$ cat src/rtl/pc_fetch_stage_pkg.sv
// Purpose : shared fetch-stage types and constants (FSM encoding, PC increment).
// Latency : n/a (definitions only).
// Backpr. : n/a.
package pc_fetch_stage_pkg;

  // Fetch sequencer states. The encodings are fixed so that debug views and
  // external tooling can decode the raw 2-bit state value.
  typedef enum logic [1:0] {
    FS_BOOT  = 2'd0,
    FS_FETCH = 2'd1,
    FS_VALID = 2'd2,
    FS_ERR   = 2'd3
  } fetch_state_e;

  // Sequential-path PC increment (one 32-bit instruction word).
  localparam logic [31:0] PC_INCR = 32'd4;

  // A PC is usable only if it points at a word boundary.
  function automatic logic pc_aligned(input logic [1:0] pc_lsb);
    return (pc_lsb == 2'b00);
  endfunction

endpackage

$ cat src/rtl/pc_fetch_stage_pc_reg_32.sv
// Purpose : 32-bit program-counter register with load enable.
// Latency : 1 cycle from d/load to q.
// Backpr. : none; the caller decides when to load.
//
// Ports:
//   clk    in   1   rising-edge clock
//   rst_n  in   1   asynchronous active-low reset, q <= RESET_PC
//   load   in   1   capture d on the next rising edge
//   d      in   32  next PC value
//   q      out  32  current PC value
module pc_reg_32 #(
  parameter logic [31:0] RESET_PC = 32'h0000_0000
) (
  input  logic        clk,
  input  logic        rst_n,
  input  logic        load,
  input  logic [31:0] d,
  output logic [31:0] q
);

  always_ff @(posedge clk or negedge rst_n) begin
    if (!rst_n) begin
      q <= RESET_PC;
    end else if (load) begin
      q <= d;
    end
  end

endmodule

$ cat src/rtl/pc_fetch_stage.sv
// Purpose : PC register plus fetch sequencer: fetch one word per PC, hand it to decode.
// Latency : retire -> imem_req 1 cycle; imem_ack -> instr_valid 1 cycle (2 cycles/instr best case).
// Backpr. : decode holds instr_valid via instr_ready=0 or stall=1; memory stalls fetch by delaying imem_ack.
//
// Ports:
//   clk          in   1   rising-edge clock
//   rst_n        in   1   asynchronous active-low reset
//   next_pc      in   32  target PC from the PC-source mux
//   pc_load      in   1   on retire: 1 takes next_pc, 0 takes pc_plus4
//   stall        in   1   hazard stall, blocks retire (ignored while fetching)
//   imem_req     out  1   instruction-memory read request
//   imem_addr    out  32  read address (equals pc_out)
//   imem_ack     in   1   memory response, imem_rdata valid in the same cycle
//   imem_rdata   in   32  fetched instruction word
//   instr_out    out  32  registered instruction for decode
//   instr_valid  out  1   instr_out holds the instruction at pc_out
//   instr_ready  in   1   decode accepts instr_out
//   pc_out       out  32  current PC
//   pc_plus4     out  32  pc_out + 4, combinational, wraps modulo 2^32
//   misalign_err out  1   sticky: a non-word-aligned PC was computed
module pc_fetch_stage
  import pc_fetch_stage_pkg::*;
#(
  parameter logic [31:0] RESET_PC = 32'h0000_0000  // must be word-aligned
) (
  input  logic        clk,
  input  logic        rst_n,
  input  logic [31:0] next_pc,
  input  logic        pc_load,
  input  logic        stall,
  output logic        imem_req,
  output logic [31:0] imem_addr,
  input  logic        imem_ack,
  input  logic [31:0] imem_rdata,
  output logic [31:0] instr_out,
  output logic        instr_valid,
  input  logic        instr_ready,
  output logic [31:0] pc_out,
  output logic [31:0] pc_plus4,
  output logic        misalign_err
);

  fetch_state_e state_q;
  fetch_state_e state_d;

  logic        retire;
  logic        capture;
  logic [31:0] pc_new;

  // ---------------------------------------------------------------------------
  // PC datapath
  // ---------------------------------------------------------------------------
  assign pc_plus4 = pc_out + PC_INCR;

  // pc_load only matters on the retire cycle because that is the only cycle
  // the PC register is enabled.
  assign pc_new = pc_load ? next_pc : pc_plus4;

  // stall outranks instr_ready; outside VALID neither has any effect.
  assign retire  = (state_q == FS_VALID) && instr_ready && !stall;

  // Only a FETCH-state ack carries our instruction. Acks in BOOT (a response
  // left over from before reset) or in VALID/ERR are stray and dropped.
  assign capture = (state_q == FS_FETCH) && imem_ack;

  pc_reg_32 #(
    .RESET_PC (RESET_PC)
  ) u_pc_reg (
    .clk   (clk),
    .rst_n (rst_n),
    .load  (retire),
    .d     (pc_new),
    .q     (pc_out)
  );

  // ---------------------------------------------------------------------------
  // Instruction register
  // ---------------------------------------------------------------------------
  always_ff @(posedge clk or negedge rst_n) begin
    if (!rst_n) begin
      instr_out <= 32'h0000_0000;
    end else if (capture) begin
      instr_out <= imem_rdata;
    end
  end

  // ---------------------------------------------------------------------------
  // Sequencer
  // ---------------------------------------------------------------------------
  always_ff @(posedge clk or negedge rst_n) begin
    if (!rst_n) begin
      state_q <= FS_BOOT;
    end else begin
      state_q <= state_d;
    end
  end

  always_comb begin
    state_d = state_q;
    case (state_q)
      // One idle cycle after reset so a response still in flight from before
      // reset cannot be mistaken for the first fetch.
      FS_BOOT:  state_d = FS_FETCH;
      FS_FETCH: if (capture) state_d = FS_VALID;
      // The PC register takes the bad value as well, so pc_out shows the
      // offending target once we land in ERR.
      FS_VALID: if (retire) state_d = pc_aligned(pc_new[1:0]) ? FS_FETCH : FS_ERR;
      FS_ERR:   state_d = FS_ERR;
    endcase
  end

  // All handshake outputs are pure decodes of the state register, so they are
  // glitch-free and never depend combinationally on this cycle's inputs.
  // ERR is terminal until reset, which makes the error flag sticky.
  assign imem_req     = (state_q == FS_FETCH);
  assign imem_addr    = pc_out;
  assign instr_valid  = (state_q == FS_VALID);
  assign misalign_err = (state_q == FS_ERR);

endmodule

$ cat config.mk
export PLATFORM = sky130hd
export DESIGN_NAME = pc_fetch_stage
export DESIGN_NICKNAME = d
export VERILOG_FILES = /design/src/rtl/pc_fetch_stage_pkg.sv /design/src/rtl/pc_fetch_stage_pc_reg_32.sv /design/src/rtl/pc_fetch_stage.sv
export SDC_FILE = /design/constraint.sdc
export NUM_CORES = 1
export LEC_CHECK = 0
export CAP_MARGIN = 10
export CORE_UTILIZATION = 55
export CTS_BUF_LIST = sky130_fd_sc_hd__clkbuf_8
export DETAILED_ROUTE_END_ITERATION = 10
export DONT_BUFFER_PORTS = 1
export GPL_TIMING_DRIVEN = 0
export PLACE_DENSITY = 0.7
export SKIP_CTS_REPAIR_TIMING = 1
export SYNTH_ARGS = -nofsm -noshare
export SYNTH_HDL_FRONTEND = slang
export SYNTH_SLANG_ARGS = --single-unit
$ cat constraint.sdc
create_clock -name clk -period 3.1 [get_ports clk]
set_input_delay 0.31 -clock clk [delete_from_list [all_inputs] [get_ports clk]]
set_output_delay 0.31 -clock clk [all_outputs]
set_load 0.02 [all_outputs]
==> qor.csv <==
metric,value,unit
CP endpoint kind,primary output,
DRC viols,0,
Max Clock Freq,0.335,GHz
Relative slew margins,56.0,%
VDD IR max,0.396,mV
Netlist cell types,50,
drt first pass iters,5,
total CTS buffers,9,
Worst-Skew Late Latency,0.35,ns
Vias,3639,
Worst-path clk slew,0.07,ns
DP Wirelength,8410,um
# IOs,201,
"FF+latch count, synth",66,
"delay-heaviest family, CP",simple AND/OR/NAND/NOR gates,
Post-DP Area,0.00426,mm2
CP max FO,10,
sequential cell area fraction in the yosys report,39.9,%
clk buf depth,2,
Main synth FF type,dfrtp_1,
Crit Path Class,reg2out,
die area,0.00787,mm2
Synth Cell Area,0.00414,mm2
Routability Congestion,0.894,
Tightest Pin Transition,0.660,ns
WL final,11700,um
synth-to-layout area growth,10.1,%
Sw Pwr,1.10,mW
Pwr Density,622,mW/mm2
GRT Util Overall,29.6,%
DP Cell Count,545,
root buf cell,clkbuf_8,
design area,0.00455,mm2
largest net degree at the start of global routing,67,
clock skew,0.00814,ns
Mean Syn Cell Area,9.27,um2
Final nets,530,
crit path cell chain,"buf_4, nand4_1, buf_2, nor4_1, and3_1, xor2_1",
final period utilization,96.4,%
first-pass GRT wire length,17300,um
initial antenna violation count,0,
Die W,88.7,um
max-slew violations,0,
Final min period,2.99,ns
Post-synth EDFFs,0,
Seq pwr share,50.0,%
register area,0.00166,mm2
cell-internal power,1.73,mW
"Setup violations, final",0,
Post-Synthesis Cells,446,
sw frac,38.8,%
total power,2.83,mW
wire per inst,20.8,um
clock share of power,27.6,%
die height,88.7,um
total gr overflow,0,
asr flop ratio synth,100,%
status,"complete, no violations",
starting density of the core,57.0,%
hold crit path type,in2reg,
"antenna viol nets, final",0,
CTS tree,yes,
WP buf/inv,2,
Synthesis Warnings,0,
Worst path slowest cell,dfrtp_1,
Final Hold Viols,0,
Worst setup SP type,register,
Port Buffer Count,0,
combinational share of power,22.4,%
multi-input logic area,0.00208,mm2
fin cells,563,
RSZ-0062 raised after global routing,false,
core area,0.00725,mm2
H-Tree Depth,3,
Mapped Nets,517,
initial DRC count,428,
antenna cell count,0,
Leak Pwr,1.88,nW
vias in the first global route,3334,
layout cell share with drive strength beyond 1,23.7,%
max incr delay on CP,0.49,ns
Via density,6.46,
number of fillers in the final layout,639,
Clock Sinks,66,
Worst EP arrival,2.68,ns
max-cap violations,0,
WP data required,2.79,ns
FP Rows,31,
==> synthesized netlist by cell type (all sizes together) (15+ instances only) <==
cell type,count,area share [%]
dfrtp,66,40
buf,49,8.1
mux2,34,9.3
nand2,28,2.5
nand3,23,2.9
nor3,22,2.8
a21oi,20,2.4
clkbuf,19,1.7
nand4,18,2.7
nor2,18,1.6
xnor2,17,3.6
and3,15,2.3
==> routing by layer <==
layer	vias up	track usage [%]	wire, um	part of all wire [%]
li1	1607	-	-	-
met1	1784	39.8	4720	40
met2	225	45.1	5560	47
met3	23	8.12	1190	10
met4	0	12.0	258	2.2
met5	-	0	0	0
==> placed cells by master, fill, tap and decap left out, types with 7 or more instances in the layout <==
master	instances
nor2_1	17
nand4_1	18
xnor2_1	16
nand3_1	22
or3_1	9
o211ai_1	8
clkbuf_8	9
and3_1	15
inv_1	12
xor2_1	9
nand2_1	28
nor4_1	8
o21ai_0	11
dfrtp_1	62
mux2_2	34
clkbuf_1	19
buf_4	35
buf_2	9
nor3_1	20
a31oi_1	7
a21oi_1	20
==> path summary, 6_finish.rpt <==
path	startpoint	end	cells after the start	slack [ns]
min in group asynchronous	rst_n	u_pc_reg.q[31]$_DFFE_PN0P_	2	0.49
min	imem_ack	state_q[1]$_DFFE_PN0P_	2	0.09
min reg2reg	state_q[0]$_DFFE_PN0P_	state_q[1]$_DFFE_PN0P_	2	0.60
max reg2reg	state_q[0]$_DFFE_PN0P_	u_pc_reg.q[7]$_DFFE_PN0P_	6	0.77
max in group asynchronous	rst_n	u_pc_reg.q[4]$_DFFE_PN0P_	2	2.30
max	u_pc_reg.q[5]$_DFFE_PN0P_	pc_plus4[31]	6	0.11
==> power groups by stage <==
stage / sequential, mW / clock (mW) / combinational [mW]
6_report: 1.42 / 0.782 / 0.635
5_1_grt: 1.44 / 0.829 / 0.681
4_1_cts: 1.41 / 0.793 / 0.607
3_5_place_dp: 1.43 / 0 / 0.605
3_3_place_gp: 1.42 / 0 / 0.592
2_1_floorplan: 1.37 / 0 / 0.533
==> per-stage QoR <==
step                TNS, ns  setup WS (ns)  utilization [%]  hold slack (ns)
detailed placement        0          0.272             58.7           0.0161
finish                    0          0.111             62.8           0.0913
floorplan                 0          0.644                -           0.0144
CTS                  -0.264         -0.117             61.6           -0.358
global route              0         0.0280             62.8           0.0910
global placement          0          0.282             58.7           0.0159
==> state kept, by name, indices dropped and copies added (netlist names) <==
register / cells
state_q: 2
u_pc_reg.q: 32
instr_out: 32
==> kinds of logic after synthesis <==
| logic type | Yosys count | share of synthesized area (%) |
|---|---|---|
| AOI/OAI and AO/OA | 69 | 10.9 |
| xor gates and xnor gates | 28 | 5.93 |
| adders and majority gates | 1 | 0.303 |
| buffers and inverters | 79 | 10.8 |
| DFF | 66 | 39.9 |
| muxes | 39 | 10.5 |
| and+or+nand+nor | 164 | 21.6 |
==> layout make-up <==
class                   instances  area share (%)
multi-input cells             301            45.7
flip-flops and latches         66            36.4
plain buffers                  68            8.90
clock buffers                   9            2.72
well taps                      99            2.72
clock inverters                 7            1.90
inverters                      11           0.907
repair buffers                  2           0.824
No activity file was read; power rests on OpenSTA's default activity.
